--- src/rtl/regfile_multiport.sv ---
// NREGS x XLEN register file: NREAD combinational read ports, one synchronous write port,
// x0 hardwired to zero, post-reset clear sweep. Define REGFILE_BYPASS_EN for write-through forwarding.
module regfile_multiport #(
  parameter  int unsigned XLEN  = 32,
  parameter  int unsigned NREGS = 32,
  parameter  int unsigned NREAD = 2,
  localparam int unsigned AW    = $clog2(NREGS)
) (
  input  logic                  clk,
  input  logic                  rst,
  input  logic                  RUWr,
  input  logic [AW-1:0]         Rd,
  input  logic [XLEN-1:0]       DataWr,
  input  logic [NREAD*AW-1:0]   Rs,
  output logic [NREAD*XLEN-1:0] RURs,
  output logic                  busy
);

  typedef enum logic {
    CLEAR = 1'b0,
    READY = 1'b1
  } state_e;

  state_e          state_q, state_d;
  logic [AW-1:0]   idx_q, idx_d;
  logic [XLEN-1:0] mem_q [NREGS];
  logic            clr_we_c;
  logic            wr_en_c;

  // State and sweep counter; reset restarts the sweep at x1 (x0 is never stored)
  always_ff @(posedge clk) begin
    if (rst) begin
      state_q <= CLEAR;
      idx_q   <= AW'(1);
    end else begin
      state_q <= state_d;
      idx_q   <= idx_d;
    end
  end

  // Next-state: sweep one register per edge, then accept writes
  always_comb begin
    state_d  = state_q;
    idx_d    = idx_q;
    clr_we_c = 1'b0;
    wr_en_c  = 1'b0;
    case (state_q)
      CLEAR: begin
        clr_we_c = 1'b1;
        if (idx_q == AW'(NREGS - 1)) begin
          state_d = READY;
        end else begin
          idx_d = idx_q + AW'(1);
        end
      end
      READY: begin
        wr_en_c = RUWr && (Rd != '0);
      end
      default: begin
        state_d = CLEAR;
      end
    endcase
  end

  // Storage; no writes land on a reset edge, user writes are dropped during the sweep
  always_ff @(posedge clk) begin
    if (!rst) begin
      if (clr_we_c) begin
        mem_q[idx_q] <= '0;
      end else if (wr_en_c) begin
        mem_q[Rd] <= DataWr;
      end
    end
  end

  assign busy = rst || (state_q == CLEAR);

  for (genvar g = 0; g < NREAD; g++) begin : g_rd
    logic [AW-1:0]   ra_c;
    logic [XLEN-1:0] rdata_c;

    assign ra_c = Rs[g*AW +: AW];

    // x0 and busy reads return zero, which also masks any X left in unswept storage
    always_comb begin
      rdata_c = '0;
      if (!busy && (ra_c != '0)) begin
`ifdef REGFILE_BYPASS_EN
        if (wr_en_c && (ra_c == Rd)) begin
          rdata_c = DataWr;
        end else begin
          rdata_c = mem_q[ra_c];
        end
`else
        rdata_c = mem_q[ra_c];
`endif
      end
    end

    assign RURs[g*XLEN +: XLEN] = rdata_c;
  end

endmodule

--- config.mk ---
export PLATFORM = sky130hd
export DESIGN_NAME = regfile_multiport
export DESIGN_NICKNAME = d
export VERILOG_FILES = /design/src/rtl/regfile_multiport.sv
export SDC_FILE = /design/constraint.sdc
export NUM_CORES = 1
export LEC_CHECK = 0
export BUFFER_PORTS_ARGS = -buffer_cell sky130_fd_sc_hd__buf_2
export CAP_MARGIN = 5
export CORE_MARGIN = 8
export CORE_UTILIZATION = 33
export DETAILED_ROUTE_END_ITERATION = 8
export PLACE_DENSITY = 0.43
export REMOVE_ABC_BUFFERS = 1
export SLEW_MARGIN = 40
export SYNTH_ARGS = -nofsm -noshare
export SYNTH_HDL_FRONTEND = slang
export SYNTH_SLANG_ARGS = --single-unit
--- constraint.sdc ---
create_clock -name clk -period 5.2 [get_ports clk]
set_input_delay 0.26 -clock clk [delete_from_list [all_inputs] [get_ports clk]]
set_output_delay 0.26 -clock clk [all_outputs]
set_load 0.005 [all_outputs]
## After elaboration in Yosys (flattened, before gate mapping)

Memories as Yosys holds them, arrays and structs flattened.
Index checks and enable logic that the tools add are counted.

- Flip-flop bits (word level): 6
- Bits in writable memories: 1,024
- Word-level logic and storage cells: 32
- Memories kept: 1

Memories:

| memory | depth | bits a word | read ports | clocked after Yosys merged registers in | write ports | line | RTL |
|---|---|---|---|---|---|---|---|
| mem_q | 32 | 32 | 2 | 0 | 1 | 26 | `logic [XLEN-1:0] mem_q [NREGS];` |

- Add/sub/neg operators: 1
- Equality and inequality tests: 1
- Multiplexer cells: 15
- Bitwise logic cells: 2
- Reductions and logical operators: 10

Operators with widths:

| kind | count |
|---|---|
| 32-bit 2-to-1 mux | 3 |
| 32-bit OR reduction | 1 |
| 5-bit nonzero test | 3 |
| 1-bit 2-to-1 mux | 11 |
| 5-bit by 1-bit adder with 5-bit output, second input constant | 1 |
| 5-bit == test, second input constant | 1 |
| 5-bit 2-to-1 mux | 1 |
| 1-bit logical AND | 3 |
| 1-bit inverter | 2 |
| 2-bit AND reduction | 1 |
| 1-bit zero test | 1 |
| 1-bit logical OR | 1 |

## Longest topological paths before layout

Gate-level depths: netlist of run 1.

- Word-level depth: 9
- Depth in mapped cells: 8
- Gate-level depth less buffers: 7

## Worst setup path after synthesis of run 1

Ideal clock, no wire load.

- Path kind: input to register
- Start point: input Rd[0]
- End point: memory mem_q[26][0], enable pin
- Library setup time: 0.501 ns
- Data arrival time: 4.193 ns
- Data required time: 4.699 ns
- Slack: 0.505 ns
- Cell stages on the path: 4
- Cell sequence: nor3_1 > a21o_1 > a21oi_1 > nor4_1

- Cells in the longest elaborated chain, start to end: 9

Ends and longest elaborated chain:

| element | line | RTL |
|---|---|---|
| start, declared | 12 | `input logic [AW-1:0] Rd,` |
| 5-bit nonzero test | 57 | `wr_en_c = RUWr && (Rd != '0);` |
| 1-bit logical AND | 57 |  |
| 1-bit 2-to-1 mux | 47 | `case (state_q)` |
| 1-bit 2-to-1 mux | 70 | `end else if (wr_en_c) begin` |
| 1-bit 2-to-1 mux | 68 | `if (clr_we_c) begin` |
| 1-bit 2-to-1 mux | 67 | `if (!rst) begin` |
| 1-bit 2-to-1 mux (not written as such) | 71 | `mem_q[Rd] <= DataWr;` |
| 32-bit OR reduction (no source line) | -- |  |
| 5-bit 2-to-1 mux (no source line) / 1-bit 2-to-1 mux (equally long branches) | -- |  |
| end, declared | 26 |  |

Parallel ways exist; a longest one is shown, timed or not.

## Worst setup path after layout of run 1

- Start point: register state_q
- End point: output RURs[4]

- Cells in the longest elaborated chain, start to end: 5

Ends and longest elaborated chain:

| element | line | RTL |
|---|---|---|
| start, declared | 24 | `state_e state_q, state_d;` |
| start signal, assigned | 36 | `state_q <= state_d;` |
| 1-bit inverter | -- |  |
| 1-bit logical OR | 76 | `assign busy = rst \|\| (state_q == CLEAR);` |
| 1-bit zero test | 87 | `if (!busy && (ra_c != '0)) begin` |
| 1-bit logical AND | 87 |  |
| 32-bit 2-to-1 mux | 87 |  |
| end, declared | 15 | `output logic [NREAD*XLEN-1:0] RURs,` |

No other way between the ends.

==> summary.md, run 1 <==
| Metric | Value |
|---|---|
| Antenna-violating nets left | 0 |
| Final core utilization | 38.1% |
| Die height | approximately 400 microns |
| Post-route DRC | 0 |
| GR Util met2 | 35.4% |
| CTS Root Cell | clkbuf_16 |
| RR Endpoint | mem_q[11][6]$_DFFE_PP_ |
| Placer Congestion | around 0.8 |
| Setup Skew | 0.0411 ns |
| WL final | between 150,000 and 200,000 microns |
| Pleak | about 18 nW |
| #FFs+latches synth | 1,030 |
| # rows | between 100 and 150 |
| Total negative slack | 0 ns |
| Area leader, netlist | edfxtp_1 |
| Vias | 30,756 |
| # H-tree levels | 3 |
| Core area | ~150,000 sq um |
| Pin count of the biggest net entering global routing | 90 |
| Rel. slew slack | approximately 40% |
| PD cells | between 300 and 400 nW/um^2 |
| CTS clk-pin slew, worst paths | ~0.060 ns |
| Die W | around 400 microns |
| Clock latency on the worst-skew pair | between 0.7 and 0.8 ns |
| RSZ-0062 raised after global routing | false |
| Post-Place Setup Slack | ~1.8 ns |
| Max FO, Critical Path | 21 |
| Worst path cell trace | nor2b_1, and3_2, buf_4, nand3_1, nand4_1, buf_2 |
| FFs w/ async S/R, synth | 0% |
| Period minus WS final | between 4 and 5 ns |
| Final setup margin | between 1 and 1.5 ns |
| Hold-critical path depth | 2 |
| Die ar. | ~160,000 sq um |
| M3 GR Usage | 3.48% |
| Post-synth EDFFs | slightly above 1,000 |
| GRT busiest layer | met2 |
| Routed length per instance | 34.5 microns |
| Largest stage delay on the critical path | ~0.72 ns |
| HPWL Detailed | about 100,000 microns |
| Starting DRT DRC Count | 3,032 |
| R2r worst-path depth | 5 |
| Antenna violations before repair | 10 |
| Leading cell types by count after synthesis | 1,024 x edfxtp_1, 768 x mux2i_1, 384 x a22oi_1, 195 x nand3_1, 104 x mux4_2 |
| Clk sinks | just over 1,000 |
| CTS tree | built |
| CP Data Required Time | ~4.9 ns |
| Vias/cell | just under 6 |
| Synth area leaders | edfxtp_1 63%, mux2i_1 16%, a22oi_1 5.9% |
| First-pass GRT wire length | ~250,000 microns |
| Synth unique cells | between 40 and 50 |
| Syn avg cell area | between 15 and 20 sq um |
| # IOs | ~120 |
| Area growth, synth to finish | 14.7% |
| Total GRT Usage | approximately 22% |
| Max-slew violation count | 0 |
| # nets final | between 3,000 and 4,000 |
| Hold Crit Start | DataWr[13] |
| YS warnings | 0 |
| CP Class | reg2out |
| Most common cell in the netlist | edfxtp_1 |
| # diodes | 0 |
| Layout cell share with drive strength beyond 1 | about a fifth |
| Hold/Removal Path Class | in2reg |
| FILL cells | around 13,000 |
| Area of the multi-input gates | around 17,000 sq um |
| Max cap viols | 0 |
| Max IR drop VDD | about 270 uV |
| Reg area | just over 30,000 sq um |
| FMAX | roughly 240 MHz |
| Number of CTS-inserted buffers | approximately 120 |
| Vias in the first global route | 32,174 |
| Worst setup SP type | flop |
| CP endpoint kind | primary output |
| Slew @ Worst Pin | approximately 0.9 ns |
| Fin crit share | about four fifths |
| Worst EP arrival | a little under 4 ns |
| Final non-filler cell area | 56,300 sq um |
| Hold Path End | mem_q[4][13]$_DFFE_PP_ |
| Hold Fails Final Rpt | 0 |
| Area after DPL | between 50,000 and 60,000 sq um |
| Postcts setup bufs | 0 |
| Critical path's slowest cell | and3_2 |
| Post-synth top area share | a little over three fifths |
| Status | completed |
| Final-report setup violation count | 0 |
| Post-Synthesis Cells | slightly above 3,000 |
| Initial Util | roughly a third |
| Seq/Total Area, Yosys | ~63% |
| Worst r2r src | state_q$_SDFF_PP0_ |
| Ys flop type | edfxtp_1 |
| Cell area after synthesis | a little under 50,000 sq um |
| GRT Residual Overflow | 0 |
| Drt pass-1 iters | 7 |
| R2R setup slack | approximately 1.9 ns |
| CTS Buffer Depth | 3 |
| Met1 Use GR | between 20% and 30% |
| Port Buf Inserts | ~110 |
==> worst max path at each step <==
| stage | start | to | slack (ns) | depth (start not counted) |
|---|---|---|---|---|
| 2_1_floorplan | state_q$_SDFF_PP0_ | mem_q[26][0]$_DFFE_PP_ | 0.48 | 4 |
| 3_3_place_gp | Rd[0] | mem_q[15][17]$_DFFE_PP_ | 1.66 | 6 |
| 4_1_cts | state_q$_SDFF_PP0_ | RURs[17] | 1.14 | 6 |
| 6_report | state_q$_SDFF_PP0_ | RURs[4] | 1.09 | 6 |
| 5_1_grt | state_q$_SDFF_PP0_ | RURs[17] | 1.02 | 6 |
| 3_5_place_dp | Rd[0] | mem_q[9][2]$_DFFE_PP_ | 1.81 | 6 |
==> critical path, delay by kind of cell (launching register included) <==
family | cells | cell delay (ns)
buffers and inverters | 2 | 0.80
AND/OR/NAND/NOR | 4 | 1.73
flip-flops | 1 | 0.50
==> per-stage QoR <==
stage               cells  hold WS [ns]  power (mW)
floorplan            2843         0.329        9.76
finish               5238         0.175        18.4
global route         5238         0.189        18.9
global placement     4999         0.571        10.4
CTS                  5236         0.121        18.5
detailed placement   5016         0.583        10.4
==> what timing repair did <==
item | 4_1_cts | 5_1_grt
hold buffers | 1 | 0
gates resized for setup | 0 | 0
endpoints found under the hold margin | 6 | 0
==> sequential cells by signal, indices dropped and copies added (netlist names) <==
signal	cells
mem_q	1024
idx_q	5
state_q	1
==> cell usage in the layout, fill, tap and decap left out, types with 4 or more instances in the layout <==
master     netlist  routed
nor2_4           0      21
mux4_1          24      24
dfxtp_1          6       6
buf_12           0      16
mux4_2         104     104
clkbuf_1        87      29
nor3_1          17       5
buf_6           19      15
nor2b_4          0       6
nor2b_1         10       4
nor2_1          27       6
a22oi_1        384     384
buf_16           0       9
buf_2           50     108
nand3_1        195     195
and2_2           0      32
buf_8            0       9
clkinv_2         0      24
nor3b_4          0       4
bufinv_16        0       9
nor3_2           0      12
mux2i_1        768     768
mux2_2          64      64
clkbuf_16        0     120
nand2_1         68      68
edfxtp_1      1024    1024
nand4_1         65      65
clkinv_1         0      30
buf_4           76      88
==> metal layers <==
layer / vias up / routed length, microns
li1: 12907 / -
met1: 16315 / 79300
met2: 1263 / 85000
met3: 269 / 11800
met4: 2 / 4830
met5: - / 13
==> final cells by class <==
cell class              instances  area share (%)
repair buffers                246            3.70
multi-input cells            1810            30.5
well taps                    1930            4.29
flip-flops and latches       1030            54.9
clock inverters                70            1.09
inverters                       3          0.0200
clock buffers                 149            5.53
==> cell families (layout without fill, tap and decap cells) <==
| group | count (synthesis) | count (layout) | synth area share, % |
|---|---|---|---|
| AND/OR/NAND/NOR | 438 | 438 | 4.66 |
| AO/OA/AOI/OAI | 407 | 407 | 6.19 |
| adder cells (fa/ha/maj) | 2 | 2 | 0.0510 |
| flip-flops | 1030 | 1030 | 63.0 |
| multiplexers | 960 | 960 | 23.2 |
| XOR/XNOR | 3 | 3 | 0.0536 |
| buffers and inverters | 244 | 468 | 2.87 |
==> where the power goes <==
group / switching, mW / internal [mW]
sequential: 0.0418 / 9.08
combinational: 0.699 / 0.425
clock: 3.46 / 4.66
No activity file was read; power rests on OpenSTA's default activity.
==> inputs of run 2 (changes only) <==
==> constraint.sdc (replaced) <==
create_clock -name clk -period 3.9 [get_ports clk]
set_input_delay 0.195 -clock clk [delete_from_list [all_inputs] [get_ports clk]]
set_output_delay 0.195 -clock clk [all_outputs]
set_load 0.005 [all_outputs]
==> summary.md, run 2 (synthesis gave the netlist of run 1 again) <==
| Metric | Value |
|---|---|
| Status | completed |
| Port Buf Inserts | 114 |
| Rel. slew slack | 42.2% |
| CP delay by family, top | simple AND/OR/NAND/NOR gates |
| Routed length per instance | between 30 and 40 microns |
| Max-slew violation count | 0 |
| Biggest register | mem_q |
| # rows | between 100 and 150 |
| CP Class | reg2out |
| Initial Util | 33.2% |
| Number of CTS-inserted buffers | between 100 and 150 |
| RR Endpoint | mem_q[11][7]$_DFFE_PP_ |
| Vias | between 30,000 and 40,000 |
| Vias in the first global route | between 30,000 and 40,000 |
| Setup crit end | RURs[1] |
| Worst EP arrival | ~3.1 ns |
| # IOs | 115 |
| Final core utilization | approximately 38% |
| Regs by FF count | mem_q (1024), idx_q (5), state_q (1) |
| GRT Residual Overflow | 0 |
| Die height | ~400 microns |
| Final setup margin | roughly 0.6 ns |
| Final non-filler cell total | around 5,300 |
| Pleak | 18.3 nW |
| Critical Path Start | state_q$_SDFF_PP0_ |
| Hold Fails Final Rpt | 0 |
| PD cells | between 400 and 500 nW/um^2 |
| Slew @ Worst Pin | ~0.87 ns |
| Placer Congestion | approximately 0.79 |
| Worst setup SP type | flop |
| Worst path cell trace | nor2b_1, inv_2, nor3b_4, buf_12, nand3_1, nand4_1, buf_2 |
| Postcts setup bufs | 0 |
| # nets final | between 3,000 and 4,000 |
| FMAX | 301 MHz |
| Clock latency on the worst-skew pair | about 0.73 ns |
| RSZ-0062 raised after global routing | false |
| R2R setup slack | approximately 0.84 ns |
| Max cap viols | 0 |
| Levels on crit path | 7 |
| Setup Skew | roughly 0.026 ns |
| WL final | roughly 180,000 microns |
| Max IR drop VDD | 348 uV |
| # H-tree levels | 3 |
| Fin crit share | between 80% and 90% |
| CP Data Required Time | 3.70 ns |
| Critical path's slowest cell | dfxtp_1 |
| CTS clk-pin slew, worst paths | 0.06 ns |
| Max reg flops | about 1,000 |
| Core area | 148,000 sq um |
| Period minus WS final | roughly 3.3 ns |
| Placed cell count | between 5,000 and 6,000 |
| CTS Buffer Depth | 3 |
| Die W | 401 microns |
| Antenna violations before repair | 7 |
| Antenna-violating nets left | 0 |
| CTS tree | built |
| Drt pass-1 iters | 5 |
| Pin count of the biggest net entering global routing | 76 |
| CP Buf/Inv Count | 3 |
| Post-route DRC | 0 |
| Max FO, Critical Path | 32 |
| CP endpoint kind | primary output |
| R2r worst-path depth | 5 |
| Fin Hold WS | around 0.09 ns |
| Most frequent cells in the layout | 1,024 x edfxtp_1, 768 x mux2i_1, 384 x a22oi_1 |
| Post-Place Setup Slack | 0.894 ns |
| Total GRT Usage | approximately 22% |
| Final-report setup violation count | 0 |
| Worst r2r src | state_q$_SDFF_PP0_ |
| First-pass GRT wire length | around 250,000 microns |
| CTS Root Cell | clkbuf_16 |
| HPWL Detailed | 102,000 microns |
| Hold/Removal Path Class | in2reg |
| Commonest non-fill, non-tap cell in the layout | edfxtp_1 |
| Clk sinks | between 1,000 and 1,500 |
| Vias/cell | 5.96 |
| Largest stage delay on the critical path | about 0.52 ns |
| Layout cell share with drive strength beyond 1 | about a fifth |
| Starting DRT DRC Count | around 3,200 |
| Area growth, synth to finish | 15.8% |
| Die ar. | ~160,000 sq um |
[run 2: cell count changes in the layout (fill, tap and decap cells not counted), moves of 3 or more]
cell        change
clkinvlp_4      +3
and2_2         -23
clkinv_2        -5
buf_12         +39
buf_6          -14
clkbuf_1        -6
buf_16          -8
buf_8           -6
buf_4          +23
bufinv_16       +3
and2_1         +24
diode_2         +3
[run 2: through the flow]
stage	instance area (sq um)	setup TNS (ns)	power, mW
2_1_floorplan	47600	-73.46	13.0
3_3_place_gp	52900	0	13.8
3_5_place_dp	53000	0	13.9
4_1_cts	56700	0	24.8
5_1_grt	56800	0	25.3
6_report	56800	0	24.6
[run 2: layout make-up]
class                           count  area, sq um
Tap cell                         1930         2410
Clock buffer                      143         3090
Timing Repair Buffer              282         2590
Antenna cell                        3         7.51
Clock inverter                     71          663
Inverter                            3         11.3
Multi-Input combinational cell   1810        17100
Sequential cell                  1030        30900
Fill cell                       13460        90900
[run 2: worst register-to-register path, delay by kind of cell, from the launching register on]
family | cells | cell delay [ns]
simple gates | 2 | 1.00
compound gates | 2 | 0.94
flops | 1 | 0.52
buf+inv | 1 | 0.27
[run 2: worst min path at each step]
stage	start	endpoint	slack, ns	cells past startpoint
after floorplan	rst	idx_q[1]$_SDFFE_PP0P_	0.26	1
after global placement	rst	idx_q[2]$_SDFFE_PP0P_	0.52	2
after detailed placement	rst	idx_q[2]$_SDFFE_PP0P_	0.52	2
after CTS	DataWr[12]	mem_q[11][12]$_DFFE_PP_	0.03	3
after global routing	DataWr[25]	mem_q[15][25]$_DFFE_PP_	0.1	3
final	DataWr[2]	mem_q[25][2]$_DFFE_PP_	0.09	2
[run 2: layer usage]
metal / track usage [%] / share of wire [%]
met5: 0 / 0
met4: 7.63 / 3.4
met3: 3.47 / 6.7
met2: 33.7 / 45
met1: 31.3 / 45
[run 2: report_power, final]
part	switching, mW	internal, mW	leakage (nW)	total, mW
sequential	0.0553	12.1	7.97	12.2
combinational	0.909	0.569	8.54	1.48
clock	4.57	6.38	1.83	10.9
[run 2: what timing repair did]
| item | in CTS | in global routing |
|---|---|---|
| setup endpoints to repair | 0 | 0 |
| endpoints found under the hold margin | 15 | 0 |
| hold buffers | 3 | 0 |
| gates resized for setup | 0 | 0 |
